File: src/rtl/referee_merge_pkg.sv
// Shared types and constants for the referee merge unit.
// Holds widths, FSM encodings and a one-hot to index helper.
package referee_merge_pkg;

  localparam int REF_LINE_SIZE = 12;
  localparam int REF_NUM_IN    = 4;

  typedef enum logic [1:0] {
    IDLE   = 2'd0,
    ACTIVE = 2'd1,
    HOLD   = 2'd2
  } state_t;

  function automatic logic [1:0] onehot_idx(
    input logic [3:0] oh
  );
    logic [1:0] idx;
    idx = 2'd0;
    unique case (1'b1)
      oh[0]:   idx = 2'd0;
      oh[1]:   idx = 2'd1;
      oh[2]:   idx = 2'd2;
      oh[3]:   idx = 2'd3;
      default: idx = 2'd0;
    endcase
    return idx;
  endfunction

endpackage

File: src/rtl/referee_merge_arb.sv
// Grant selector for the referee merge; REFEREE_MERGE_RR_EN picks
// round-robin from ptr, otherwise fixed priority with source 0 highest.
module referee_merge_arb
  import referee_merge_pkg::*;
(
  input  logic [3:0] elig,
  input  logic [1:0] ptr,
  output logic [3:0] grant
);

`ifdef REFEREE_MERGE_RR_EN
  logic       found;
  logic [1:0] idx;

  always_comb begin
    grant = 4'b0000;
    found = 1'b0;
    idx   = 2'd0;
    for (int k = 0; k < 4; k++) begin
      idx = ptr + 2'(k);
      if (!found && elig[idx]) begin
        grant[idx] = 1'b1;
        found      = 1'b1;
      end
    end
  end
`else
  logic unused_ptr;

  assign unused_ptr = ^ptr;

  // Isolate the lowest set bit.
  always_comb begin
    grant = elig & (~elig + 4'd1);
  end
`endif

endmodule

File: src/rtl/referee_merge.sv
// Merges four source FIFOs into one sink with a 2-cycle pop-to-push pipe.
// Build option REFEREE_MERGE_RR_EN selects round-robin granting.
module referee_merge
  import referee_merge_pkg::*;
#(
  parameter int LINE_SIZE = REF_LINE_SIZE,
  parameter int NUM_IN    = REF_NUM_IN
) (
  input  logic                 clk,
  input  logic                 reset,
  input  logic [NUM_IN-1:0]    almost_empty_signal,
  input  logic [LINE_SIZE-1:0] data_in0,
  input  logic [LINE_SIZE-1:0] data_in1,
  input  logic [LINE_SIZE-1:0] data_in2,
  input  logic [LINE_SIZE-1:0] data_in3,
  input  logic                 almost_full_signal,
  output logic [NUM_IN-1:0]    pop_signal,
  output logic                 push_signal,
  output logic [LINE_SIZE-1:0] data_out
);

  state_t               state_q;
  state_t               state_d;
  logic                 can_pop;
  logic [NUM_IN-1:0]    elig;
  logic [NUM_IN-1:0]    grant;
  logic [1:0]           g_idx;
  logic [1:0]           ptr_q;
  logic                 s1_valid;
  logic [1:0]           s1_idx;
  logic [LINE_SIZE-1:0] sel_data;

  always_comb begin
    state_d = state_q;
    unique case (state_q)
      IDLE:    state_d = ACTIVE;
      ACTIVE:  if (almost_full_signal) state_d = HOLD;
      HOLD:    if (!almost_full_signal) state_d = ACTIVE;
      default: state_d = IDLE;
    endcase
  end

  // No pop in a reset cycle: the word would be lost with the pipe.
  always_comb begin
    can_pop = (state_q == ACTIVE) && !almost_full_signal && !reset;
    elig    = can_pop ? ~almost_empty_signal : '0;
  end

  referee_merge_arb u_arb (
    .elig  (elig),
    .ptr   (ptr_q),
    .grant (grant)
  );

  always_comb begin
    pop_signal = grant;
    g_idx      = onehot_idx(grant);
  end

  always_comb begin
    sel_data = data_in0;
    unique case (s1_idx)
      2'd0: sel_data = data_in0;
      2'd1: sel_data = data_in1;
      2'd2: sel_data = data_in2;
      2'd3: sel_data = data_in3;
    endcase
  end

  always_ff @(posedge clk) begin
    if (reset) begin
      state_q     <= IDLE;
      ptr_q       <= 2'd0;
      s1_valid    <= 1'b0;
      s1_idx      <= 2'd0;
      push_signal <= 1'b0;
      data_out    <= '0;
    end else begin
      state_q     <= state_d;
      s1_valid    <= |grant;
      push_signal <= s1_valid;
      if (|grant) begin
        s1_idx <= g_idx;
        ptr_q  <= g_idx + 2'd1;
      end
      if (s1_valid) begin
        data_out <= sel_data;
      end
    end
  end

`ifndef SYNTHESIS
  a_pop_onehot: assert property (
    @(posedge clk) $onehot0(pop_signal)
  );
  a_no_pop_full: assert property (
    @(posedge clk) almost_full_signal |-> (pop_signal == '0)
  );
`endif

endmodule

File: config.mk
export PLATFORM = sky130hd
export DESIGN_NAME = referee_merge
export DESIGN_NICKNAME = d
export VERILOG_FILES = /design/src/rtl/referee_merge_pkg.sv /design/src/rtl/referee_merge_arb.sv /design/src/rtl/referee_merge.sv
export SDC_FILE = /design/constraint.sdc
export NUM_CORES = 1
export LEC_CHECK = 0
export ABC_AREA = 0
export BUFFER_PORTS_ARGS = -buffer_cell sky130_fd_sc_hd__buf_2
export CAP_MARGIN = 25
export CORE_MARGIN = 5
export CORE_UTILIZATION = 46
export CTS_CLUSTER_DIAMETER = 30
export DETAILED_ROUTE_END_ITERATION = 6
export PLACE_DENSITY = 0.88
export SYNTH_ARGS = -nofsm -noshare
export SYNTH_HDL_FRONTEND = slang
export SYNTH_HIERARCHICAL = 1
export SYNTH_SLANG_ARGS = --single-unit
File: constraint.sdc
create_clock -name clk -period 3.3 [get_ports clk]
set_input_delay 0.165 -clock clk [delete_from_list [all_inputs] [get_ports clk]]
set_output_delay 0.165 -clock clk [all_outputs]
set_load 0.02 [all_outputs]
==> impl_metrics.ini, run 1 <==
[outcome]
run_status = finished clean

[final_layout]
final.fill_count = 206
final_nets = 221
antenna_cells = 0
final_util_pct = 64.9
drive_above_1_share_pct = 61.0
syn_to_final_growth_pct = 33.5

[die]
die_area_mm2 = 0.00343
io_pins = 72
die_x_um = 58.6
core_mm2 = 0.00223
start_util_pct = 48.6
fp.dieH_um = 58.6
core.rowCount = 17

[global_routing]
grt_overflow = 0
grt_pass1_vias = 1107
grt_usage_pct = 17.8
grt_pass1_wl_um = 4670
grt_max_degree = 22
antenna_found_initial = 0

[routing]
drt-total-wl_um = 2920
drt_pass1_iterations = 4
vias = 1049
drt_iter0_markers = 19
antenna_left = 0
route.detailed.drc = 0
avgViaCountPerCell = 5.46
wl_per_cell_um = 15.2

[worst_setup_path]
crit_type = flip-flop to output pin
r2r_slack_ns = 1.13
regToRegEndpoint = s1_idx[0]
cp_data_arrival_time_ns = 2.09
critPathRequiredTime_ns = 3.13
cp_max_fo = 4
critPathLaunchType = flip-flop
end_kind = output pin
reg2reg_depth = 5
r2r-start = state_q[1]

[placed_design]
globalplace.congestion = 0.774
hpwlAfterDp_um = 2360
buffer_ports.inserted = 71

[worst_hold_path]
whs_endpoint = state_q[1]
hold_depth = 2
min_from = almost_full_signal
hold_path.class = input pin to flip-flop

[yosys]
synthesis.nets = 153
synthCells = 98
syn-cell-area_mm2 = 0.00109
syn_avg_cell_area_um2 = 11.1
yosys_warnings = 6

[clocking]
cts-hold-fix-buffers = 0
cts_buffers = 3
clkSinkCount = 18
clk_latency_ns = 0.29
cts_setup_buffers = 0
cts_root_buf = clkbuf_4
tritoncts = built
clk_pin_slew_ns = 0.09
cts_max_path_buffers = 2
cts_resized = 0
htreeDepth = 1

[sta]
tns_ns = 0
tightest_slew_ns = 0.996
relSlewSlack_pct = 33.5
setup_viol = 0
holdWs_ns = 0.156
fmax_mhz = 443
hold_viol = 0
rsz0062_at_grt = false
period_share_pct = 68.4
drv_slew = 0
clock_skew_ns = 0.00406
fin_crit_ns = 2.26

[pwr]
p_leak_uw = 0.000635
power_uw = 450
ir_drop_uv = 300
power_density_mw_per_mm2 = 311

[run]
maxCapViolations = 0
## worst max path at each step
stage          startpoint            end  slack (ns)  depth (start not counted)
2_1_floorplan  state_q[1]      s1_idx[0]        1.19                          5
3_3_place_gp        reset      s1_idx[0]        1.32                          6
3_5_place_dp        reset      s1_idx[0]        1.15                          6
4_1_cts        state_q[1]  pop_signal[2]        1.05                          4
5_1_grt        state_q[1]  pop_signal[2]        0.95                          4
6_report       state_q[1]  pop_signal[2]        1.04                          4
## per-stage QoR
| stage | worst slack, ns | instances | cell area, um^2 |
|---|---|---|---|
| final | 1.04 | 192 | 1450 |
| after global routing | 0.948 | 192 | 1450 |
| after CTS | 1.05 | 192 | 1450 |
| after detailed placement | 1.15 | 189 | 1430 |
| after global placement | 1.32 | 189 | 1430 |
| after floorplan | 1.19 | 98 | 1090 |
## cell type report
| type | count | area (um^2) | area share [%] |
|---|---|---|---|
| sequential | 18 | 360 | 24.8 |
| timing repair buffer | 72 | 363 | 25.0 |
| clock buffer | 3 | 22.5 | 1.55 |
| tap | 28 | 35.0 | 2.42 |
| multi-input combinational | 71 | 669 | 46.2 |
## report_power, final
group	internal (uW)	switching (uW)	total, uW	leakage [uW]
combinational	56.5	47.7	104	0.000475
clock	42.5	63.6	106	0.0000138
sequential	227	12.6	240	0.000146
total	326	124	450	0.000635
## cell usage in the layout, fill, tap and decap left out, drive strengths merged
cell	instances
o221ai	12
nor2b	2
clkbuf	3
nor4b	1
a21oi	3
nor2	8
nand3b	1
dfxtp	18
or4b	1
or3b	15
buf	72
mux2i	24
xnor2	1
maj3	1
nor3b	2
## layer usage
layer / global-route usage [%] / vias to the layer above / routed length (um) / share of wire, %
li1: - / 512 / - / -
met1: 16.5 / 485 / 964 / 33
met2: 35.4 / 44 / 1630 / 56
met3: 5.92 / 8 / 248 / 8.5
met4: 6.80 / 0 / 79 / 2.7
met5: 0 / - / 0 / 0
## sequential cells by signal, indices dropped and copies added, names as in the netlist
register / count
s1_idx: 2
s1_valid: 1
push_signal: 1
data_out: 12
state_q: 2
## critical path: stages (launching register included)
cell     delay [ns]
dfxtp_1        0.34
or4b_4         0.57
nor2_1         0.17
nor3b_1        0.45
buf_2          0.26
(Power assumes the default switching activity.)
==> inputs of run 2 (changes only) <==
Settings changed: ABC_AREA 0 to 1, CORE_UTILIZATION 46 to 43, PLACE_DENSITY 0.88 to 0.82.
Clock period 3.3 ns to 2.3 ns, I/O delays scaled along.
==> impl_metrics.ini, run 2 <==
[outcome]
run_status = finished clean

[final_layout]
final_common_cell = buf_2
syn_to_final_growth_pct = 30.8
final_nets = 297
antenna_cells = 0
reg_top3 = data_out (12), s1_idx (2), state_q (2)
drive_above_1_share_pct = 37.9
final_cells = 270
top_register = data_out
largest_reg_flops = 12
final_cell_mix = buf_2, nand2_1, nand3_1

[clocking]
clk_pin_slew_ns = 0.09
cts_setup_buffers = 0
clkSinkCount = 18
htreeDepth = 1
cts_root_buf = clkbuf_4
cts-hold-fix-buffers = 0
tritoncts = built
clk_latency_ns = 0.29
cts_max_path_buffers = 2
cts_buffers = 3
cts_resized = 0

[worst_hold_path]
hold_path.class = input pin to flip-flop

[global_routing]
grt_pass1_vias = 1137
grt_pass1_wl_um = 4550
grt_usage_pct = 16.0
grt_overflow = 0
grt_max_degree = 24
antenna_found_initial = 0

[routing]
antenna_left = 0
vias = 1328
drt_iter0_markers = 81
avgViaCountPerCell = 4.92
wl_per_cell_um = 11.3
drt_pass1_iterations = 4
drt-total-wl_um = 3050
route.detailed.drc = 0

[placed_design]
dpl.cell_count = 267
buffer_ports.inserted = 71
globalplace.congestion = 0.835
dp_slack_ns = 0.736
hpwlAfterDp_um = 2400

[worst_setup_path]
cp_data_arrival_time_ns = 1.74
critPathLaunchType = flip-flop
crit_type = flip-flop to flip-flop
end_kind = flip-flop
cp_max_fo = 22
critPathRequiredTime_ns = 2.47

[yosys]
syn-cell-area_mm2 = 0.00114
synthCells = 176
yosys_warnings = 6
synthesis.nets = 231
syn_avg_cell_area_um2 = 6.48

[die]
io_pins = 72
core_mm2 = 0.00250
die_x_um = 61.5
start_util_pct = 45.6
core.rowCount = 18
fp.dieH_um = 61.5
die_area_mm2 = 0.00378

[sta]
tightest_slew_ns = 0.784
period_share_pct = 68.1
setup_viol = 0
clock_skew_ns = 0.000315
rsz0062_at_grt = false
relSlewSlack_pct = 47.7
fmax_mhz = 639
drv_slew = 0
hold_viol = 0
layout_setup_ws_ns = 0.734
tns_ns = 0
fin_crit_ns = 1.57

[pwr]
ir_drop_uv = 434
p_leak_uw = 0.000725
power_density_mw_per_mm2 = 458

[run]
maxCapViolations = 0
run 2: changes by cell type in the layout (fill, tap and decap cells not counted), sizes merged, moves of 9 or more:
cell	delta
nand3	+28
inv	+21
nor2	+9
or3b	-15
mux2i	-24
o21bai	+11
nand2	+43
o221ai	-12
a21oi	+22
run 2: final timing paths:
check / start / slack (ns) / depth (start not counted) / to
min reg2reg: data_out[9] / 0.47 / 2 / data_out[9]
min: almost_full_signal / 0.10 / 3 / state_q[1]
max reg2reg: s1_idx[1] / 0.73 / 4 / data_out[4]
max: s1_idx[1] / 0.73 / 4 / data_out[4]
run 2: layer usage:
layer | GRT usage (%) | wire length, um | share of wire (%) | up-vias
met4 | 2.73 | 11 | 0.36 | 0
met1 | 18.0 | 1210 | 40 | 581
met2 | 29.4 | 1480 | 48 | 49
met3 | 5.24 | 351 | 12 | 2
li1 | - | - | - | 696
met5 | 0 | 0 | 0 | -
run 2: worst max-delay path, stage by stage, from the launching register on:
cell and delay [ns]:
dfxtp_1 0.53, nor2_2 0.62, a21oi_1 0.14, nand2_1 0.10, a21oi_1 0.06
run 2: power by group:
part | leakage (uW) | internal [uW] | switching, uW
Combinational | 0.000565 | 80.3 | 105
Sequential | 0.000146 | 329 | 17.5
Clock | 0.0000138 | 60.9 | 90.6
run 2: stage by stage:
step	utilization (%)	total power [uW]	instance area (um^2)	hold WS, ns
after global placement	58.8	537	1470	0.399
after detailed placement	58.8	540	1470	0.411
after global routing	59.7	731	1490	0.129
after CTS	59.7	686	1490	0.101
final	59.7	683	1490	0.104
after floorplan	-	472	1140	0.258
run 2: layout make-up:
type / instances / area [um^2]
Clock buffer: 3 / 22.5
Fill cell: 270 / 1010
Inverter: 21 / 78.8
Multi-Input combinational cell: 127 / 638
Sequential cell: 18 / 360
Tap cell: 30 / 37.5
Timing Repair Buffer: 71 / 355
==> inputs of run 3 (changes only) <==
Settings changed: CORE_UTILIZATION 43 to 39, PLACE_DENSITY 0.82 to 0.79.
Clock period 2.3 ns to 1.3 ns, I/O delays scaled along.
==> impl_metrics.ini, run 3 (synthesis gave the netlist of run 2 again) <==
[final_layout]
final_cell_mix = buf_2, nand2_1, nand3_1
design_area_mm2 = 0.00177
final_nets = 312
antenna_cells = 0
syn_to_final_growth_pct = 55.3
top_register = data_out
final.fill_count = 281
reg_top3 = data_out (12), s1_idx (2), state_q (2)
final_common_cell = buf_2
drive_above_1_share_pct = 51.2
final_util_pct = 63.7
largest_reg_flops = 12

[routing]
wl_per_cell_um = 11.8
avgViaCountPerCell = 4.77
drt_iter0_markers = 57
route.detailed.drc = 0
drt_pass1_iterations = 4
drt-total-wl_um = 3390
antenna_left = 0
vias = 1370

[worst_setup_path]
reg2reg_depth = 11
critPathRequiredTime_ns = 1.24
r2r-start = state_q[0]
crit_type = flip-flop to output pin
critPathMostFrequentCell = nor2_4
r2r_slack_ns = -0.10
end_kind = output pin
critPathLaunchType = flip-flop
endpoint = pop_signal[2]
worstPathCellList = inv_2 -> nor2_4 -> nand2_4 -> nor2_4 -> inv_2 -> nand2_4 -> nor2_4 -> buf_6 -> buf_6
crit_start = state_q[0]
cp_slowest_cell = dfxtp_2
slowest_delay_ns = 0.34
cp_data_arrival_time_ns = 1.42
regToRegEndpoint = s1_idx[1]
cp_max_fo = 5

[die]
core_mm2 = 0.00278
die_area_mm2 = 0.00411
fp.dieH_um = 64.1
start_util_pct = 41.0
io_pins = 72
die_x_um = 64.1
core.rowCount = 19

[sta]
layout_setup_ws_ns = -0.186
hold_viol = 0
relSlewSlack_pct = 72.2
drv_slew = 0
tightest_slew_ns = 0.416
setup_viol = 7
period_share_pct = 114
fin_crit_ns = 1.49
fmax_mhz = 673
holdWs_ns = 0.0377
rsz0062_at_grt = true
clock_skew_ns = 0.00741

[run]
maxCapViolations = 0

[clocking]
cts_buffers = 3
clk_latency_ns = 0.30
htreeDepth = 1
cts_root_buf = clkbuf_4
clkSinkCount = 18
tritoncts = built
clk_pin_slew_ns = 0.11
cts_max_path_buffers = 2
cts-hold-fix-buffers = 0

[placed_design]
buffer_ports.inserted = 71
dp_slack_ns = -0.0998
placed_area_mm2 = 0.00162
hpwlAfterDp_um = 2520
globalplace.congestion = 0.777

[global_routing]
antenna_found_initial = 0
grt_overflow = 0
grt_max_degree = 24
grt_usage_pct = 15.1
grt_pass1_wl_um = 5060
grt_pass1_vias = 1191

[outcome]
violations = setup timing
run_status = finished, violations left

[pwr]
p_leak_uw = 0.000839
ir_drop_uv = 748
power_uw = 1390
power_density_mw_per_mm2 = 787

[worst_hold_path]
hold_path.class = input pin to flip-flop
==> run 3: what timing repair did <==
item	CTS	global route
setup buffers	4	2
setup endpoints to repair	13	7
gates resized for setup	21	10
hold endpoints to repair	0	0
pin swaps	6	5
==> run 3: critical path, delay by kind of cell (launching register included) <==
family | cells | cell delay, ns
buf+inv | 4 | 0.33
simple gates | 5 | 0.45
flops | 1 | 0.34
==> run 3: power by group <==
| part | switching, uW | total (uW) | leakage [uW] | internal (uW) |
|---|---|---|---|---|
| Sequential | 20.0 | 604 | 0.000147 | 584 |
| Combinational | 237 | 443 | 0.000671 | 206 |
| Clock | 177 | 347 | 0.0000210 | 171 |
| Total | 434 | 1390 | 0.000839 | 960 |
==> run 3: worst min-delay path by stage <==
stage / startpoint / to / slack, ns / cells past startpoint
after floorplan: almost_full_signal / state_q[1] / 0.21 / 2
after global placement: almost_full_signal / state_q[1] / 0.35 / 3
after detailed placement: almost_full_signal / state_q[1] / 0.36 / 3
after CTS: almost_full_signal / state_q[1] / 0.03 / 3
after global routing: almost_full_signal / state_q[1] / 0.06 / 3
final: almost_full_signal / state_q[1] / 0.04 / 3
==> run 3: area by class of cell <==
type	count	area (um^2)	share of cell area [%]
multi-input combinational	127	738	41.7
timing repair buffer	86	517	29.2
clock buffer	4	36.3	2.05
tap	31	38.8	2.19
inverter	21	78.8	4.45
sequential	18	363	20.5
==> run 3: stage by stage <==
stage,TNS (ns),cells
2_1_floorplan,-0.0573,176
3_3_place_gp,-0.106,280
3_5_place_dp,-0.239,280
4_1_cts,-0.503,287
5_1_grt,-1.17,287
6_report,-0.671,287
==> run 3: routing by layer <==
| metal | vias up | GRT usage [%] | part of all wire, % |
|---|---|---|---|
| met1 | 586 | 16.6 | 40 |
| met5 | - | 0 | 0 |
| met4 | 0 | 2.29 | 0.24 |
| li1 | 733 | - | - |
| met2 | 49 | 27.8 | 49 |
| met3 | 2 | 6.13 | 11 |
